**src/rtl/seq_divider.sv**
```systemverilog
// Sequential restoring divider: one quotient bit per clock, signed or unsigned.
// Results and the divide-by-zero flag are held until the next done pulse.
module seq_divider #(
    parameter int WIDTH = 32
) (
    input  logic             clk,
    input  logic             reset,
    input  logic             start,
    input  logic             is_signed,
    input  logic [WIDTH-1:0] dividend,
    input  logic [WIDTH-1:0] divisor,
    output logic             busy,
    output logic             done,
    output logic             div_by_zero,
    output logic [WIDTH-1:0] quotient,
    output logic [WIDTH-1:0] remainder
);

    localparam int CW = $clog2(WIDTH);

    typedef enum logic [1:0] {IDLE, CALC, FIX, DONE} state_t;

    state_t           state_reg, state_next;
    logic [CW-1:0]    count_reg;
    logic [WIDTH-1:0] dvd_reg;      // dividend magnitude, quotient bits shift in at the LSB
    logic [WIDTH-1:0] dsr_reg;
    logic [WIDTH-1:0] rem_reg;
    logic             q_neg_reg;
    logic             r_neg_reg;

    logic             accept;
    logic             dvd_neg;
    logic             dsr_neg;
    logic [WIDTH-1:0] dvd_mag;
    logic [WIDTH-1:0] dsr_mag;
    logic [WIDTH:0]   shifted;
    logic [WIDTH:0]   trial_diff;
    logic             trial_neg;
    logic [WIDTH-1:0] rem_next;

    assign accept  = start && (state_reg == IDLE || state_reg == DONE);
    assign dvd_neg = is_signed & dividend[WIDTH-1];
    assign dsr_neg = is_signed & divisor[WIDTH-1];
    assign dvd_mag = dvd_neg ? -dividend : dividend;
    assign dsr_mag = dsr_neg ? -divisor : divisor;

    // The partial remainder stays below the divisor, so the shifted value minus
    // the divisor always fits in WIDTH+1 bits and its top bit is the sign.
    assign shifted    = {rem_reg, dvd_reg[WIDTH-1]};
    assign trial_diff = shifted - {1'b0, dsr_reg};
    assign trial_neg  = trial_diff[WIDTH];
    assign rem_next   = trial_neg ? shifted[WIDTH-1:0] : trial_diff[WIDTH-1:0];

    always_ff @(posedge clk) begin
        if (reset) begin
            state_reg <= IDLE;
        end else begin
            state_reg <= state_next;
        end
    end

    always_comb begin
        state_next = state_reg;
        case (state_reg)
            IDLE, DONE: begin
                if (start) begin
                    state_next = (divisor == '0) ? DONE : CALC;
                end else begin
                    state_next = IDLE;
                end
            end
            CALC:    state_next = (count_reg == '0) ? FIX : CALC;
            FIX:     state_next = DONE;
            default: state_next = IDLE;
        endcase
    end

    always_comb begin
        busy = (state_reg == CALC) || (state_reg == FIX);
        done = (state_reg == DONE);
    end

    always_ff @(posedge clk) begin
        if (reset) begin
            count_reg   <= '0;
            dvd_reg     <= '0;
            dsr_reg     <= '0;
            rem_reg     <= '0;
            q_neg_reg   <= 1'b0;
            r_neg_reg   <= 1'b0;
            div_by_zero <= 1'b0;
            quotient    <= '0;
            remainder   <= '0;
        end else if (accept) begin
            count_reg <= CW'(WIDTH - 1);
            dvd_reg   <= dvd_mag;
            dsr_reg   <= dsr_mag;
            rem_reg   <= '0;
            q_neg_reg <= dvd_neg ^ dsr_neg;
            r_neg_reg <= dvd_neg;
            if (divisor == '0) begin
                div_by_zero <= 1'b1;
                quotient    <= '1;
                remainder   <= dividend;
            end
        end else if (state_reg == CALC) begin
            rem_reg <= rem_next;
            dvd_reg <= {dvd_reg[WIDTH-2:0], ~trial_neg};
            if (count_reg != '0) begin
                count_reg <= count_reg - CW'(1);
            end
        end else if (state_reg == FIX) begin
            div_by_zero <= 1'b0;
            quotient    <= q_neg_reg ? -dvd_reg : dvd_reg;
            remainder   <= r_neg_reg ? -rem_reg : rem_reg;
        end
    end

endmodule

```
**config.mk**
```make
export PLATFORM = sky130hd
export DESIGN_NAME = seq_divider
export DESIGN_NICKNAME = d
export VERILOG_FILES = /design/src/rtl/seq_divider.sv
export SDC_FILE = /design/constraint.sdc
export NUM_CORES = 1
export LEC_CHECK = 0
export CAP_MARGIN = 10
export CORE_ASPECT_RATIO = 1.5
export CORE_UTILIZATION = 55
export CTS_BUF_LIST = sky130_fd_sc_hd__clkbuf_4 sky130_fd_sc_hd__clkbuf_8 sky130_fd_sc_hd__clkbuf_16
export CTS_CLUSTER_DIAMETER = 80
export CTS_CLUSTER_SIZE = 20
export DETAILED_ROUTE_END_ITERATION = 6
export PLACE_DENSITY = 0.79
export SLEW_MARGIN = 25
export SYNTH_ARGS = -nofsm -noshare
export SYNTH_HDL_FRONTEND = slang
export SYNTH_SLANG_ARGS = --single-unit
```
**constraint.sdc**
```tcl
create_clock -name clk -period 4.55 [get_ports clk]
set_clock_uncertainty 0.2 [all_clocks]
set_input_delay 0.455 -clock clk [delete_from_list [all_inputs] [get_ports clk]]
set_output_delay 0.455 -clock clk [all_outputs]
set_load 0.05 [all_outputs]
```
==> out/results.ini <==
[logic_synthesis]
synth_area_per_cell_um2 = 8.015
ys_ff_latch = 170
yosys_warnings = 0
syn_inst = 1366
synth.cell_area_um2 = 10950
async_reset_ff_frac = 0
synth_seq_area_share = 0.3109
synth_flop_cell = dfxtp_1
syn_nets = 1475
synth.distinct_cells = 63
synth-edff-count = 0

[global_routing]
grt_pass1_vias = 9900
antenna_found_initial = 0
grt_max_degree = 102
gr-usage-met3 = 0.05134
gr-total-overflow = 0
grtUsageMet2 = 0.5493
track_usage = 0.3054
grt_pass1_wl_mm = 48.63
grtUsageMet1 = 0.3148
grt-busiest-layer = met2

[sta]
finalSetupViolations = 0
rsz0062_at_grt = false
max_freq_mhz = 244.6
tightestPinTransition_ps = 1071
slew_headroom = 0.2862
drv_slew = 0
fin_crit_sh = 0.8985
tns_ps = 0
hold_violations = 0
layout_min_cycle_time_ps = 4088

[power_and_ir_drop]
ir_drop_mv = 0.2459
fin_total_pwr_mw = 4.441
leakage_nw = 4.876
p_per_area_nw_per_um2 = 338.3

[die]
die_y_um = 174.8
start_util = 0.5668
die_w_um = 117.2
ios = 135
die-area_um2 = 20490
core-area_um2 = 19320
rows = 62

[detailed_routing]
ant_nets = 0
vias_per_cell = 5.977
wl_per_cell_um = 17.72
drc = 0
vias = 10310
drt_iter0_drc = 691
routed_wirelength_mm = 30.54
drtPass1Iterations = 5

[final_layout]
nets = 1564
diodes = 0
drive_gt1_frac = 0.05313
final_common_cell = dfxtp_1
fin_util = 0.6795
area_delta_synth_final_pct = 19.89
layout_common_cells = 169 x dfxtp_1, 133 x clkdlybuf4s50_1, 131 x nor2_1

[worst_setup_path]
crit_type = flop to flop
path_cells = ha_1 -> a21o_1 -> and2_1 -> nor3_1 -> o41ai_1 -> o21ai_1 -> o41ai_2 -> a221oi_2 -> xnor2_4 -> buf_12 -> buf_4 -> mux2i_1 -> a21oi_1
cpPeakStageDelay_ps = 580
startpoint_type = flop
crit_buf_inv = 2
crit_family = compound AO/OA/AOI/OAI gates
cp_slowest_cell = a221oi_2
cp.arrival_ps = 4180
cp.required_ps = 4640
cp-end-kind = flop
worstPathMaxFanout = 13

[clock_tree]
clkTransAtPathRegs_ps = 70
cts_resized = 0
root_buffer = clkbuf_16
cts_tree = yes
worst_skew_pair.late_latency_ps = 430
htree_levels = 4
clk_path_buf_depth = 2
cts_buffers = 17
cts_sinks = 170

[run_status]
status = finished clean

[placement]
place_congestion = 0.9405
portBuffers = 134
hpwl_mm = 22.55

[worst_hold_path]
min_path_type = input pin to flop

[run]
maxCapViolCount = 0

## cell families after synthesis
logic type / count (synthesis) / share of synthesized area
buf+inv: 145 / 0.05383
mux: 63 / 0.05783
simple gates: 376 / 0.1582
flops: 170 / 0.3109
xor+xnor: 148 / 0.1191
compound gates: 423 / 0.2527
fa+ha+maj: 41 / 0.04754
## through the flow
step | area (um^2) | hold slack [ps] | worst slack, ps | std cells
detailed placement | 12460 | 246.5 | 353.2 | 1690
finish | 13130 | 218.1 | 461.6 | 1724
global route | 13130 | 233.5 | 241.5 | 1724
CTS | 13090 | 220.8 | 284.1 | 1722
global placement | 12460 | 243.2 | 431.5 | 1690
floorplan | 10950 | 231.9 | 1017 | 1366
## layout make-up
class / instances / area [um^2]
timing repair buffer: 159 / 1564
multi-input combinational: 1051 / 6997
sequential: 170 / 3405
clock inverter: 13 / 176.4
clock buffer: 19 / 452.9
fill: 1625 / 6191
inverter: 56 / 210.2
tap: 256 / 320.3
## synth_stat cells, drive strengths merged, types with 32 or more instances
master / number / area [um^2]
a211oi: 56 / 420.4
ha: 40 / 500.5
clkbuf: 68 / 255.2
a311oi: 32 / 280.3
xor2: 80 / 700.7
nor2: 132 / 495.5
inv: 56 / 210.2
dfxtp: 170 / 3403
a21oi: 118 / 590.6
o21ai: 85 / 425.4
mux2i: 61 / 610.6
nand2: 123 / 461.7
xnor2: 68 / 603.1
## layer usage
| metal | vias up | part of all wire |
|---|---|---|
| met5 | - | 0 |
| met2 | 354 | 0.51 |
| li1 | 5116 | - |
| met1 | 4724 | 0.38 |
| met3 | 111 | 0.046 |
| met4 | 0 | 0.064 |
## timing repair
action | 4_1_cts | 5_1_grt
setup buffers | 0 | 2
hold buffers | 0 | 0
setup endpoints to repair | 0 | 4
## where the power goes
group | internal, mW | total, mW | switching (mW)
Sequential | 1.57 | 1.67 | 0.104
Clock | 0.907 | 1.55 | 0.647
Combinational | 0.546 | 1.22 | 0.672
## worst paths after layout
kind | from | to | slack, ps | cells past startpoint
max reg2reg | rem_reg[3] | rem_reg[7] | 460 | 13
max | rem_reg[3] | rem_reg[7] | 460 | 13
min reg2reg | dsr_reg[31] | dsr_reg[31] | 250 | 2
min | reset | count_reg[4] | 220 | 2
Note: power is estimated with default switching activity, not from simulation.
